**src/rtl/riviera_mem_arbiter_if.sv**
```systemverilog
// Bundle of fetch, load/store and unified-memory signals for riviera_mem_arbiter.
// The slave modport is the arbiter's view; the master modport is the core/memory side.
interface riviera_mem_arbiter_if #(
  parameter int ADDR_W = 64,
  parameter int DATA_W = 64
);
  logic                  i_if_req;
  logic [ADDR_W-1:0]     i_if_addr;
  logic                  i_if_flush;
  logic                  o_if_gnt;
  logic                  o_if_rvalid;
  logic [31:0]           o_if_rdata;

  logic                  i_dm_req;
  logic                  i_dm_we;
  logic [ADDR_W-1:0]     i_dm_addr;
  logic [DATA_W-1:0]     i_dm_wdata;
  logic [DATA_W/8-1:0]   i_dm_be;
  logic                  o_dm_gnt;
  logic                  o_dm_rvalid;
  logic [DATA_W-1:0]     o_dm_rdata;

  logic                  o_mem_req;
  logic                  o_mem_we;
  logic [ADDR_W-1:0]     o_mem_addr;
  logic [DATA_W-1:0]     o_mem_wdata;
  logic [DATA_W/8-1:0]   o_mem_be;
  logic                  i_mem_gnt;
  logic                  i_mem_rvalid;
  logic [DATA_W-1:0]     i_mem_rdata;

  modport slave (
    input  i_if_req, i_if_addr, i_if_flush,
    output o_if_gnt, o_if_rvalid, o_if_rdata,
    input  i_dm_req, i_dm_we, i_dm_addr, i_dm_wdata, i_dm_be,
    output o_dm_gnt, o_dm_rvalid, o_dm_rdata,
    output o_mem_req, o_mem_we, o_mem_addr, o_mem_wdata, o_mem_be,
    input  i_mem_gnt, i_mem_rvalid, i_mem_rdata
  );

  modport master (
    output i_if_req, i_if_addr, i_if_flush,
    input  o_if_gnt, o_if_rvalid, o_if_rdata,
    output i_dm_req, i_dm_we, i_dm_addr, i_dm_wdata, i_dm_be,
    input  o_dm_gnt, o_dm_rvalid, o_dm_rdata,
    input  o_mem_req, o_mem_we, o_mem_addr, o_mem_wdata, o_mem_be,
    output i_mem_gnt, i_mem_rvalid, i_mem_rdata
  );
endinterface

```
**src/rtl/riviera_mem_arbiter.sv**
```systemverilog
// Single-outstanding arbiter sharing one memory port between instruction fetch
// and the load/store unit; data has priority, fetch is protected from starvation.
module riviera_mem_arbiter #(
  parameter int ADDR_W       = 64,
  parameter int DATA_W       = 64,
  parameter int STARVE_LIMIT = 4
) (
  input  logic                 clk,
  input  logic                 rst_n,
  riviera_mem_arbiter_if.slave bus
);
  localparam int CNT_W = $clog2(STARVE_LIMIT + 1);
  localparam int BE_W  = DATA_W / 8;
  localparam logic [CNT_W-1:0] LIMIT = CNT_W'(STARVE_LIMIT);

  typedef enum logic [1:0] {
    IDLE = 2'd0,
    REQ  = 2'd1,
    RESP = 2'd2
  } state_t;

  state_t           state;
  logic             owner_if;
  logic             addr2;
  logic             drop;
  logic [CNT_W-1:0] starve_cnt;

  logic if_eff;
  logic pick_if;
  logic sel_if;
  logic req_on;
  logic rsp_on;
  logic gnt_if;
  logic gnt_dm;

  // Winner selection and request/response qualification for the current state
  always_comb begin
    if_eff  = bus.i_if_req & ~bus.i_if_flush;
    pick_if = if_eff & (~bus.i_dm_req | (starve_cnt == LIMIT));
    sel_if  = 1'b0;
    req_on  = 1'b0;
    rsp_on  = 1'b0;
    case (state)
      IDLE: begin
        sel_if = pick_if;
        req_on = pick_if | bus.i_dm_req;
      end
      REQ: begin
        sel_if = owner_if;
        req_on = 1'b1;
      end
      RESP: begin
        sel_if = owner_if;
        rsp_on = bus.i_mem_rvalid;
      end
      default: begin
        sel_if = 1'b0;
        req_on = 1'b0;
        rsp_on = 1'b0;
      end
    endcase
    gnt_if = req_on & bus.i_mem_gnt & sel_if;
    gnt_dm = req_on & bus.i_mem_gnt & ~sel_if;
  end

  // Output drive; everything is forced low while rst_n is asserted
  always_comb begin
    bus.o_mem_req   = rst_n & req_on;
    bus.o_mem_we    = rst_n & req_on & ~sel_if & bus.i_dm_we;
    bus.o_mem_addr  = {ADDR_W{1'b0}};
    bus.o_mem_wdata = {DATA_W{1'b0}};
    bus.o_mem_be    = {BE_W{1'b0}};
    if (rst_n && req_on) begin
      if (sel_if) begin
        bus.o_mem_addr  = bus.i_if_addr;
        bus.o_mem_wdata = {DATA_W{1'b0}};
        bus.o_mem_be    = {BE_W{1'b1}};
      end else begin
        bus.o_mem_addr  = bus.i_dm_addr;
        bus.o_mem_wdata = bus.i_dm_wdata;
        bus.o_mem_be    = bus.i_dm_be;
      end
    end else begin
      bus.o_mem_addr  = {ADDR_W{1'b0}};
      bus.o_mem_wdata = {DATA_W{1'b0}};
      bus.o_mem_be    = {BE_W{1'b0}};
    end

    bus.o_if_gnt    = rst_n & gnt_if;
    bus.o_dm_gnt    = rst_n & gnt_dm;
    // A flush in the response cycle itself also kills the instruction
    bus.o_if_rvalid = rst_n & rsp_on & owner_if & ~drop & ~bus.i_if_flush;
    bus.o_dm_rvalid = rst_n & rsp_on & ~owner_if;

    if (rst_n) begin
      bus.o_if_rdata = addr2 ? bus.i_mem_rdata[63:32] : bus.i_mem_rdata[31:0];
      bus.o_dm_rdata = bus.i_mem_rdata;
    end else begin
      bus.o_if_rdata = 32'd0;
      bus.o_dm_rdata = {DATA_W{1'b0}};
    end
  end

  // Transaction FSM with owner lock, fetch-drop flag and starvation counter
  always_ff @(posedge clk or negedge rst_n) begin
    if (!rst_n) begin
      state      <= IDLE;
      owner_if   <= 1'b0;
      addr2      <= 1'b0;
      drop       <= 1'b0;
      starve_cnt <= {CNT_W{1'b0}};
    end else begin
      case (state)
        IDLE: begin
          if (req_on) begin
            owner_if <= pick_if;
            drop     <= 1'b0;
            state    <= bus.i_mem_gnt ? RESP : REQ;
          end else begin
            state <= IDLE;
          end
        end
        REQ: begin
          if (owner_if && bus.i_if_flush) begin
            drop <= 1'b1;
          end else begin
            drop <= drop;
          end
          state <= bus.i_mem_gnt ? RESP : REQ;
        end
        RESP: begin
          if (bus.i_mem_rvalid) begin
            drop  <= 1'b0;
            state <= IDLE;
          end else if (owner_if && bus.i_if_flush) begin
            drop  <= 1'b1;
            state <= RESP;
          end else begin
            state <= RESP;
          end
        end
        default: begin
          state <= IDLE;
          drop  <= 1'b0;
        end
      endcase

      if (gnt_if) begin
        addr2 <= bus.i_if_addr[2];
      end else begin
        addr2 <= addr2;
      end

      // Count data grants that made a waiting fetch step aside
      if (gnt_if) begin
        starve_cnt <= {CNT_W{1'b0}};
      end else if (gnt_dm) begin
        if (!bus.i_if_req) begin
          starve_cnt <= {CNT_W{1'b0}};
        end else if (starve_cnt != LIMIT) begin
          starve_cnt <= starve_cnt + CNT_W'(1);
        end else begin
          starve_cnt <= starve_cnt;
        end
      end else begin
        starve_cnt <= starve_cnt;
      end
    end
  end
endmodule

```
**src/flat_wrapper.sv**
```systemverilog
// flat-port wrapper written by rule: the top's interface ports become plain ports
module riviera_mem_arbiter_flat 
#(
  parameter int ADDR_W       = 64,
  parameter int DATA_W       = 64,
  parameter int STARVE_LIMIT = 4
)
  (clk, rst_n, bus_i_if_req, bus_i_if_addr, bus_i_if_flush, bus_o_if_gnt, bus_o_if_rvalid, bus_o_if_rdata, bus_i_dm_req, bus_i_dm_we, bus_i_dm_addr, bus_i_dm_wdata, bus_i_dm_be, bus_o_dm_gnt, bus_o_dm_rvalid, bus_o_dm_rdata, bus_o_mem_req, bus_o_mem_we, bus_o_mem_addr, bus_o_mem_wdata, bus_o_mem_be, bus_i_mem_gnt, bus_i_mem_rvalid, bus_i_mem_rdata);
  riviera_mem_arbiter_if #(.ADDR_W(ADDR_W), .DATA_W(DATA_W)) bus_i ();
  input  logic clk;
  input  logic rst_n;
  input wire logic [$bits(bus_i.i_if_req)-1:0] bus_i_if_req;
  input wire logic [$bits(bus_i.i_if_addr)-1:0] bus_i_if_addr;
  input wire logic [$bits(bus_i.i_if_flush)-1:0] bus_i_if_flush;
  output wire logic [$bits(bus_i.o_if_gnt)-1:0] bus_o_if_gnt;
  output wire logic [$bits(bus_i.o_if_rvalid)-1:0] bus_o_if_rvalid;
  output wire logic [$bits(bus_i.o_if_rdata)-1:0] bus_o_if_rdata;
  input wire logic [$bits(bus_i.i_dm_req)-1:0] bus_i_dm_req;
  input wire logic [$bits(bus_i.i_dm_we)-1:0] bus_i_dm_we;
  input wire logic [$bits(bus_i.i_dm_addr)-1:0] bus_i_dm_addr;
  input wire logic [$bits(bus_i.i_dm_wdata)-1:0] bus_i_dm_wdata;
  input wire logic [$bits(bus_i.i_dm_be)-1:0] bus_i_dm_be;
  output wire logic [$bits(bus_i.o_dm_gnt)-1:0] bus_o_dm_gnt;
  output wire logic [$bits(bus_i.o_dm_rvalid)-1:0] bus_o_dm_rvalid;
  output wire logic [$bits(bus_i.o_dm_rdata)-1:0] bus_o_dm_rdata;
  output wire logic [$bits(bus_i.o_mem_req)-1:0] bus_o_mem_req;
  output wire logic [$bits(bus_i.o_mem_we)-1:0] bus_o_mem_we;
  output wire logic [$bits(bus_i.o_mem_addr)-1:0] bus_o_mem_addr;
  output wire logic [$bits(bus_i.o_mem_wdata)-1:0] bus_o_mem_wdata;
  output wire logic [$bits(bus_i.o_mem_be)-1:0] bus_o_mem_be;
  input wire logic [$bits(bus_i.i_mem_gnt)-1:0] bus_i_mem_gnt;
  input wire logic [$bits(bus_i.i_mem_rvalid)-1:0] bus_i_mem_rvalid;
  input wire logic [$bits(bus_i.i_mem_rdata)-1:0] bus_i_mem_rdata;
  assign bus_i.i_if_req = bus_i_if_req;
  assign bus_i.i_if_addr = bus_i_if_addr;
  assign bus_i.i_if_flush = bus_i_if_flush;
  assign bus_o_if_gnt = bus_i.o_if_gnt;
  assign bus_o_if_rvalid = bus_i.o_if_rvalid;
  assign bus_o_if_rdata = bus_i.o_if_rdata;
  assign bus_i.i_dm_req = bus_i_dm_req;
  assign bus_i.i_dm_we = bus_i_dm_we;
  assign bus_i.i_dm_addr = bus_i_dm_addr;
  assign bus_i.i_dm_wdata = bus_i_dm_wdata;
  assign bus_i.i_dm_be = bus_i_dm_be;
  assign bus_o_dm_gnt = bus_i.o_dm_gnt;
  assign bus_o_dm_rvalid = bus_i.o_dm_rvalid;
  assign bus_o_dm_rdata = bus_i.o_dm_rdata;
  assign bus_o_mem_req = bus_i.o_mem_req;
  assign bus_o_mem_we = bus_i.o_mem_we;
  assign bus_o_mem_addr = bus_i.o_mem_addr;
  assign bus_o_mem_wdata = bus_i.o_mem_wdata;
  assign bus_o_mem_be = bus_i.o_mem_be;
  assign bus_i.i_mem_gnt = bus_i_mem_gnt;
  assign bus_i.i_mem_rvalid = bus_i_mem_rvalid;
  assign bus_i.i_mem_rdata = bus_i_mem_rdata;
  riviera_mem_arbiter #(.ADDR_W(ADDR_W), .DATA_W(DATA_W), .STARVE_LIMIT(STARVE_LIMIT)) u_core (.clk(clk), .rst_n(rst_n), .bus(bus_i));
endmodule
```
**config.mk**
```make
export PLATFORM = sky130hd
export DESIGN_NAME = riviera_mem_arbiter_flat
export DESIGN_NICKNAME = d
export VERILOG_FILES = /design/src/rtl/riviera_mem_arbiter_if.sv /design/src/rtl/riviera_mem_arbiter.sv /design/src/flat_wrapper.sv
export SDC_FILE = /design/constraint.sdc
export NUM_CORES = 1
export LEC_CHECK = 0
export CAP_MARGIN = 20
export CORE_AREA = 10 10 190 192
export DETAILED_ROUTE_END_ITERATION = 16
export DIE_AREA = 0 0 200 202
export MAX_ROUTING_LAYER = met4
export PLACE_DENSITY = 0.46
export SLEW_MARGIN = 20
export SYNTH_ARGS = -nofsm -noshare
export SYNTH_HDL_FRONTEND = slang
export SYNTH_SLANG_ARGS = --single-unit
```
**constraint.sdc**
```tcl
create_clock -name clk -period 5.5 [get_ports clk]
set_input_delay 1.1 -clock clk [delete_from_list [all_inputs] [get_ports clk]]
set_output_delay 1.1 -clock clk [all_outputs]
set_load 0.01 [all_outputs]
```
==> run_results.csv, run 1 <==
group,metric,value,unit
timing,fin_crit,4.71,ns
detailed_routing,avgRoutedWirePerCell,18.1,µm
critical_path,critical_path_class,"in -> out",
critical_path,worst_ep_required_time,4.40,ns
global_routing,grt.overflow.total,0,
timing,fmaxAchievable,212,MHz
layout,seq_area,201,µm²
timing,fin_skew,0.00550,ns
timing,maxSlewHeadroom,27.2,%
pwr,power_density,250,nW/µm²
detailed_routing,drt-initial-drc-count,196,
critical_path,r2r_start,"u_core.state[0]",
timing,tns,0,ns
synthesis,syn-num-nets,789,
synthesis,synth_top_flop_cell,"dfrtp_1",
timing,slew_viol_final,0,
die,start_util,9.18,%
min_path,holdPathEnd,"u_core.starve_cnt[0]",
clock_network,cts_hold_buf,0,
clock_network,cts.sinks,8,
critical_path,critical_path_arrival,3.61,ns
clock_network,cts_root_buf,"clkbuf_16",
global_routing,grt_usage,11.9,%
clock_network,clock_path_buffers,2,
synthesis,synth-seq-area-share,6.75,%
layout,area_growth,190,%
critical_path,rr_endpoint,"u_core.addr2",
synthesis,synthArstFlopShare,100,%
critical_path,reg2reg_slack,3.35,ns
synthesis,ys_seq_elements,8,
critical_path,end_kind,"output pin",
pwr,vdd.ir_drop.worst,0.127,mV
synthesis,avgSynthCellArea,5.80,µm²
layout,fill_cells,3527,
die,core,32300,µm²
timing,rsz0062_at_grt,"false",
synthesis,syn-instance-count,511,
critical_path,worstPathCellList,"clkdlybuf4s50_1 > a21boi_2 > o32ai_4 > a211oi_4 > buf_4 > and2_1 > clkdlybuf4s50_1",
critical_path,cp_common_cell,"clkdlybuf4s50_1",
die,rows,66,
min_path,min_from,"u_core.starve_cnt[0]",
layout,multiInputGateArea,2520,µm²
timing,finalSetupViolCount,0,
clock_network,cts_tree,"yes",
critical_path,start_kind,"input pin",
detailed_routing,via_per_inst,3.60,
detailed_routing,vias,5172,
timing,fin_crit_sh,85.6,%
global_routing,grt_pass1_wl,35500,µm
pwr,p_leak,3.27,nW
timing,hold_violations,0,
global_routing,antenna_found_initial,2,
synthesis,synth_edf_count,0,
clock_network,path_clk_slew,0.04,ns
synthesis,yosysWarningCount,0,
detailed_routing,route.detailed.drc,0,
critical_path,slowest_stage,"clkdlybuf4s50_1",
clock_network,cts_setup_buffers,0,
layout,final_util,26.7,%
die,die_w,200,µm
critical_path,critPathMaxStageDelay,0.58,ns
synthesis,yosysUniqueCellTypes,37,
critical_path,worstPathMaxFanout,66,
detailed_routing,totalWireLength,26000,µm
global_routing,grt_start_max_net_pins,67,
synthesis,synth_area,2970,µm²
clock_network,cts_buffers,3,
detailed_routing,antenna_left,0,
placement,gp_routability_congestion,0.820,
clock_network,htreeDepth,1,
die,io_pins,510,
job,maxCapViolations,0,
placement,port_buffers,509,
clock_network,clk_latency,0.24,ns
run_status,status,"finished, final reports clean",
global_routing,grt_pass1_vias,5455,
clock_network,cts_resized,0,
min_path,min_path_cells,1,
placement,dp_hpwl,22200,µm
die,die-area,40400,µm²
min_path,hold_path_class,"reg -> reg",
die,die_h,202,µm
critical_path,r2r_cells,6,
layout,num-nets-final,1273,
detailed_routing,firstDrtPassIters,4,
layout,drive_gt1_share,2.52,%
timing,worst_pin_slew,1.09,ns
[through the flow]
stage | area, µm² | cells | power (mW) | setup WS, ns | hold WS, ns
after floorplan | 2970 | 511 | 1.03 | 2.21 | 0.478
after global placement | 8530 | 1432 | 2.07 | 0.783 | 0.513
after detailed placement | 8530 | 1432 | 2.06 | 0.791 | 0.515
after CTS | 8600 | 1436 | 2.20 | 0.769 | 0.525
after global routing | 8610 | 1438 | 2.32 | 0.667 | 0.548
final | 8610 | 1438 | 2.15 | 0.791 | 0.521
[cell families after synthesis]
kind of cell             share of synthesized area [%]
buffers and inverters                             9.20
flip-flops                                        6.75
AND/OR/NAND/NOR                                   53.2
AO/OA/AOI/OAI                                     17.0
adder cells (fa/ha/maj)                           2.53
multiplexers                                      11.3
[report_power, final]
group | leakage, nW | internal, mW | switching [mW] | total, mW
Clock | 0.0382 | 0.0970 | 0.0334 | 0.130
Sequential | 0.102 | 0.0811 | 0.0835 | 0.165
Combinational | 3.13 | 0.995 | 0.860 | 1.85
[cell type report]
type | count | area share, %
well taps | 442 | 6.42
multi-input cells | 453 | 29.3
clock buffers | 4 | 0.916
inverters | 7 | 0.305
diodes | 2 | 0.0581
flip-flops and latches | 8 | 2.34
repair buffers | 522 | 60.7
[placed cells by master, fill, tap and decap left out, types with 3 or more instances in the layout]
master           Yosys  layout
a21oi_1             68      68
and2_1             130     130
buf_12               0       3
buf_4                9      10
clkbuf_16            0       3
clkdlybuf4s50_1      0     508
dfrtp_1              8       7
ha_1                 6       6
inv_1                6       6
mux2i_1             32      32
nand2_1            133     133
nand2b_1             3       3
nor2_1              53      53
o21ai_0              3       3
[metal layers]
metal	track usage, %	share of wire (%)
met5	-	0
met4	2.35	0.99
met3	2.61	8.1
met2	22.3	52
met1	12.5	39
[synthesized netlist by cell type (2+ instances only)]
master      n  area share [%]
nor2_1     53             6.7
clkbuf_1   18             2.3
nor2b_1     2            0.42
buf_6       5             1.9
mux2i_1    32              11
a21oi_1    68              11
nand2_1   133              17
buf_2      11             1.9
nand2b_1    3            0.63
o21ai_0     3            0.51
buf_4       9             2.3
nor4b_1     2            0.59
a31oi_1     2            0.42
and2_1    130              27
dfrtp_1     8             6.8
inv_1       6            0.76
ha_1        6             2.5
[critical path, delay by kind of cell]
kind / cells / cell delay (ns)
buf+inv: 3 / 1.60
compound gates: 3 / 0.68
simple gates: 1 / 0.20
[how the worst max path moves through the flow]
stage	startpoint	end
after detailed placement	bus_i_dm_req	bus_o_dm_gnt
after CTS	bus_i_dm_req	bus_o_dm_gnt
after global placement	bus_i_dm_req	bus_o_dm_gnt
final	bus_i_dm_req	bus_o_mem_wdata[12]
after global routing	bus_i_dm_req	bus_o_dm_gnt
after floorplan	bus_i_if_flush	bus_o_mem_addr[61]
[state kept, by name (all words and copies together) (netlist names)]
register           cells
u_core.starve_cnt      3
u_core.state           2
u_core.owner_if        1
u_core.drop            1
u_core.addr2           1
Note: power is estimated with default switching activity, not from simulation.
==> run 2: changes to the inputs <==
- ABC_AREA: unset -> 1
- CORE_AREA: 10 10 190 192 -> 10 10 192 194
- DIE_AREA: 0 0 200 202 -> 0 0 202 204
==> run 2 against run 1 <==
  * Worst hold slack got worse by 0.0091 ns
  * Critical path depth increased by 4
  * Cell area increased by 1.1%
  * Core utilization decreased by 0.37 points
  * Sequential cell count did not move
  * Non-clock buffer count stayed put
  * Count of clock-buffer cells in the layout down 1
  * Sequential power is 34% lower
  * First-iteration DRC count rose by 14%
  * Critical endpoint is now bus_o_mem_addr[62]
  * Largest cell class unchanged
==> run_results.csv, run 2 <==
group,metric,value,unit
placement,pre_cts_ws,0.976,ns
detailed_routing,totalWireLength,27800,µm
detailed_routing,via_per_inst,3.68,
timing,fin_crit_sh,80.7,%
critical_path,reg2reg_slack,3.67,ns
pwr,pwr-share-seq,4.6,%
detailed_routing,vias,5969,
critical_path,worst_ep_required_time,4.40,ns
timing,rsz0062_at_grt,"false",
layout,drive_gt1_share,2.65,%
timing,fin_crit,4.44,ns
synthesis,synth_common_cells,"nor2_1, nand2_1, inv_1",
run_status,status,"finished, final reports clean",
synthesis,yosysMostFrequentCell,"nor2_1",
layout,largest_reg_flops,3,
die,io_pins,510,
timing,hold_violations,0,
clock_network,clk_latency,0.23,ns
layout,final_common_cell,"clkdlybuf4s50_1",
clock_network,htreeDepth,1,
placement,port_buffers,509,
synthesis,synthTopCellsByArea,"nor2_1, nand2_1, inv_1",
clock_network,cts.sinks,8,
clock_network,cts_tree,"yes",
pwr,p_leak,3.89,nW
timing,finalSetupViolCount,0,
die,die_h,204,µm
synthesis,syn-instance-count,700,
clock_network,cts_root_buf,"clkbuf_16",
synthesis,synthArstFlopShare,100,%
synthesis,yosysUniqueCellTypes,25,
clock_network,clock_path_buffers,2,
pwr,power.switching,1.18,mW
placement,dp_hpwl,23800,µm
die,rows,67,
pwr,vdd.ir_drop.worst,0.208,mV
synthesis,synth_area,3160,µm²
clock_network,path_clk_slew,0.04,ns
synthesis,yosysWarningCount,0,
pwr,pwr-share-clk,5.3,%
global_routing,grt_usage,12.6,%
timing,slew_viol_final,0,
die,die-area,41200,µm²
die,die_w,202,µm
global_routing,grt_pass1_wl,39500,µm
synthesis,yosys.area.top_type,"nor2_1",
layout,reg.largest.list,"u_core.starve_cnt (3), u_core.state (2)",
min_path,hold_path_class,"reg -> reg",
clock_network,cts_buffers,3,
global_routing,antenna_found_initial,1,
layout,largest-register,"u_core.starve_cnt",
critical_path,critical_path_class,"in -> out",
synthesis,synth-seq-area-share,6.33,%
timing,worst_pin_slew,0.841,ns
detailed_routing,firstDrtPassIters,4,
pwr,swShare,50.4,%
placement,numPlacedInstances,1617,
pwr,intPower,1.16,mW
timing,setup_slack,1.06,ns
clock_network,cts_setup_buffers,0,
critical_path,end_kind,"output pin",
pwr,pwr-share-comb,90.1,%
clock_network,cts_hold_buf,0,
synthesis,yosysTopAreaCellShare,25.6,%
global_routing,grt_start_max_net_pins,84,
synthesis,synth_edf_count,0,
layout,num-nets-final,1452,
job,maxCapViolations,0,
layout,mostFrequentLayoutCells,"clkdlybuf4s50_1, nor2_1, nand2_1, inv_1, o21ai_0",
detailed_routing,antenna_left,0,
detailed_routing,drt-initial-drc-count,223,
global_routing,grt_pass1_vias,6215,
critical_path,critical_path_arrival,3.34,ns
critical_path,start_kind,"input pin",
detailed_routing,route.detailed.drc,0,
synthesis,avgSynthCellArea,4.52,µm²
placement,gp_routability_congestion,0.847,
timing,tns,0,ns
synthesis,ys_seq_elements,8,
timing,whs,0.512,ns
detailed_routing,avgRoutedWirePerCell,17.1,µm
critical_path,worstPathMaxFanout,40,
layout,final_cells,1621,
die,start_util,9.56,%
synthesis,syn-num-nets,978,
clock_network,cts_resized,0,
layout,area_growth,175,%
die,core,33100,µm²
synthesis,synth_top_flop_cell,"dfrtp_1",
timing,maxSlewHeadroom,43.9,%
timing,fmaxAchievable,225,MHz
global_routing,grt.overflow.total,0,
timing,fin_skew,0.00417,ns
pwr,power_density,269,nW/µm²
[run 2: cell types whose count changed after synthesis, sizes merged, moves of 3 or more]
cell,previous run,this run
nor2,53,218
and2,130,0
nand2,134,217
inv,6,84
o21ai,5,69
mux2i,32,0
a21oi,68,37
buf,25,31
clkbuf,18,22
nand2b,3,0
nor3,0,3
[run 2: power by group through the flow]
stage	Sequential [mW]	Clock [mW]	Combinational [mW]
3_3_place_gp	0.108	0	2.17
3_5_place_dp	0.108	0	2.15
5_1_grt	0.111	0.129	2.32
2_1_floorplan	0.101	0	1.07
6_report	0.109	0.123	2.11
4_1_cts	0.108	0.125	2.16
[run 2: worst paths after layout]
check | start | endpoint | cells past startpoint
max | bus_i_if_req | bus_o_mem_addr[62] | 11
min | u_core.starve_cnt[1] | u_core.starve_cnt[1] | 2
max reg2reg | u_core.starve_cnt[0] | u_core.addr2 | 10
min reg2reg | u_core.starve_cnt[1] | u_core.starve_cnt[1] | 2
max in group asynchronous | rst_n | u_core.state[1] | 2
min in group asynchronous | rst_n | u_core.owner_if | 1
[run 2: routing by layer]
metal	global-route usage [%]	wire length (µm)	vias up	part of all wire, %
met3	3.68	2410	10	8.7
met5	-	0	-	0
met4	1.37	212	0	0.76
met2	23.5	14300	325	51
met1	13.3	10800	2599	39
li1	-	-	3035	-
[run 2: stage by stage]
step	total power [mW]	area (µm²)	util, %
6_report	2.34	8710	26.3
5_1_grt	2.56	8700	26.3
4_1_cts	2.40	8700	26.3
3_5_place_dp	2.26	8630	26.1
3_3_place_gp	2.27	8630	26.1
2_1_floorplan	1.17	3160	-
[run 2: cell families (layout without fill, tap and decap cells)]
family / count (synthesis) / count (layout) / synth area share [%]
AND/OR/NAND/NOR: 443 / 443 / 53.9
buffers and inverters: 137 / 609 / 20.2
AO/OA/AOI/OAI: 106 / 106 / 17.1
flip-flops: 8 / 8 / 6.33
adder cells (fa/ha/maj): 6 / 6 / 2.37
other: 0 / 1 / 0
[run 2: worst max-delay path, stage by stage]
cell             delay [ns]
clkdlybuf4s50_1        0.51
inv_2                  0.07
nor2_2                 0.07
nand3_1                0.11
nand2_2                0.10
nand2_4                0.07
inv_2                  0.06
buf_4                  0.37
nor2_1                 0.07
nor2_1                 0.18
clkdlybuf4s50_1        0.58
[run 2: layout make-up]
| type | instances | area (µm²) |
|---|---|---|
| tap | 448 | 561 |
| timing repair buffer | 522 | 5230 |
| multi-input combinational | 555 | 2320 |
| fill | 3731 | 24400 |
| clock buffer | 3 | 75.1 |
| antenna | 1 | 2.50 |
| sequential | 8 | 200 |
| inverter | 84 | 315 |
==> run 3: changes to the inputs <==
- PLACE_DENSITY: 0.46 -> 0.47
- clock period: 5.5 -> 3.6 ns (I/O delays scaled with it)
==> run 3 against run 2 <==
  * Clock skew is 0.0028 ns lower
  * Count of clock-buffer cells in the layout stayed put
  * Sequential power is 50% higher
  * Highest routed layer unchanged
  * Sequential cell count stayed put
  * Critical path type unchanged
  * Register-to-register slack worse by 1.8 ns
  * Cell count is 1.7% higher
  * Total power is 68% higher
  * Wire length is 2.9% higher
  * First-iteration DRC count is 18% higher
  * Die area stayed put
==> run_results.csv, run 3 (synthesis results as in run 2) <==
group,metric,value,unit
critical_path,worstPathMaxFanout,17,
layout,final_common_cell,"clkdlybuf4s50_1",
timing,tns,0,ns
timing,worst_pin_slew,0.521,ns
clock_network,htreeDepth,1,
global_routing,grt_usage,12.5,%
layout,largest_reg_flops,3,
clock_network,cts.sinks,8,
critical_path,start_kind,"input pin",
die,die_h,204,µm
clock_network,path_clk_slew,0.04,ns
critical_path,end_kind,"output pin",
timing,fmaxAchievable,286,MHz
global_routing,grt.overflow.total,0,
critical_path,reg2reg_slack,1.91,ns
layout,largest-register,"u_core.starve_cnt",
layout,mostFrequentLayoutCells,"clkdlybuf4s50_1, nor2_1, nand2_1, inv_1, o21ai_0",
critical_path,critical_path_class,"in -> out",
die,start_util,9.56,%
layout,multiInputGateArea,2330,µm²
global_routing,grt_pass1_vias,6285,
pwr,vdd.ir_drop.worst,0.226,mV
pwr,pwr-share-seq,4.2,%
detailed_routing,vias,6120,
die,rows,67,
layout,fill_cells,3712,
placement,gp_routability_congestion,0.856,
detailed_routing,avgRoutedWirePerCell,17.3,µm
pwr,total_power,3.94,mW
die,io_pins,510,
min_path,hold_path_class,"in -> async",
timing,fin_crit_sh,97.1,%
layout,seq_area,200,µm²
detailed_routing,antenna_left,0,
placement,dp_hpwl,23900,µm
global_routing,grt_pass1_wl,39300,µm
pwr,p_leak,4.81,nW
timing,fin_skew,0.00139,ns
timing,fin_crit,3.49,ns
layout,num-nets-final,1478,
timing,finalSetupViolCount,0,
layout,drive_gt1_share,4.76,%
pwr,power.switching,1.91,mW
layout,area_growth,190,%
pwr,intPower,2.03,mW
detailed_routing,totalWireLength,28600,µm
timing,rsz0062_at_grt,"true",
pwr,swShare,48.6,%
run_status,status,"finished, final reports clean",
die,die-area,41200,µm²
detailed_routing,firstDrtPassIters,4,
clock_network,cts_root_buf,"clkbuf_16",
placement,dpl_cell_area,8880,µm²
detailed_routing,route.detailed.drc,0,
critical_path,worst_ep_required_time,2.88,ns
placement,port_buffers,509,
pwr,pwr-share-comb,91.1,%
timing,whs,0.495,ns
detailed_routing,drt-initial-drc-count,263,
timing,slew_viol_final,0,
timing,maxSlewHeadroom,65.2,%
timing,hold_violations,0,
job,maxCapViolations,0,
layout,reg.largest.list,"u_core.starve_cnt (3), u_core.state (2)",
clock_network,cts_hold_buf,0,
die,core,33100,µm²
critical_path,critical_path_arrival,2.77,ns
die,die_w,202,µm
global_routing,antenna_found_initial,3,
clock_network,cts_tree,"yes",
clock_network,cts_buffers,3,
global_routing,grt_start_max_net_pins,74,
pwr,pwr-share-clk,4.7,%
layout,post-route-cell-area,9170,µm²
pwr,power_density,430,nW/µm²
clock_network,clock_path_buffers,2,
detailed_routing,via_per_inst,3.71,
clock_network,clk_latency,0.23,ns
[run 3: changes by cell type in the layout (fill, tap and decap cells not counted), moves of 3 or more]
cell / before / now
dlymetal6s2s_1: 0 / 43
clkbuf_16: 3 / 6
clkdlybuf4s50_1: 505 / 457
buf_12: 4 / 11
o21ai_0: 59 / 51
o21ai_1: 10 / 17
dlygate4sd2_1: 0 / 6
buf_4: 12 / 25
[run 3: metal layers]
layer  vias up  routed length [µm]  track usage, %
met3        28                2570            3.77
met4         0                 527            2.26
met5         -                   0               -
li1       3092                   -               -
met1      2657               11000            13.3
met2       343               14500            22.6
[run 3: final cells by class]
cell class | instances | share of cell area [%]
timing repair buffer | 548 | 61.9
multi-input combinational | 555 | 25.4
tap | 448 | 6.11
inverter | 84 | 3.49
sequential | 8 | 2.18
clock buffer | 3 | 0.819
antenna | 2 | 0.0546
[run 3: stage by stage]
step / utilization (%) / worst slack (ns) / cells
detailed placement: 26.8 / -0.0266 / 1638
finish: 27.7 / 0.106 / 1648
global route: 27.7 / -0.0147 / 1648
global placement: 26.8 / -0.0276 / 1638
CTS: 27.0 / 0.0297 / 1641
floorplan: - / 1.25 / 700
[run 3: power by group through the flow]
stage	logic (mW)	clock network [mW]	registers (mW)
floorplan	1.63	0	0.154
global placement	3.54	0	0.165
detailed placement	3.52	0	0.164
CTS	3.53	0.187	0.164
global route	3.93	0.194	0.170
finish	3.59	0.185	0.164
[run 3: critical path: stages]
cell and delay [ns]:
clkdlybuf4s50_1 0.51, nand2_1 0.08, nand2_2 0.09, a21oi_4 0.07, nor2_4 0.17, buf_12 0.16
inv_2 0.06, buf_4 0.19, nor2_1 0.13, clkdlybuf4s50_1 0.58
[run 3: timing repair]
| action | CTS | global route |
|---|---|---|
| gates resized for setup | 6 | 56 |
| pin swaps | 0 | 1 |
| buffers inserted | 0 | 1 |
| gates cloned | 0 | 4 |
| endpoints found under the setup margin | 22 | 79 |
[run 3: worst paths after layout]
kind,startpoint,endpoint,cells after the start
max,bus_i_if_req,bus_o_mem_wdata[14],10
min in group clk,u_core.starve_cnt[1],u_core.starve_cnt[1],2
max in group asynchronous,rst_n,u_core.addr2,2
min,rst_n,u_core.drop,2
max reg2reg,u_core.state[1],u_core.starve_cnt[2],10
min reg2reg,u_core.starve_cnt[1],u_core.starve_cnt[1],2
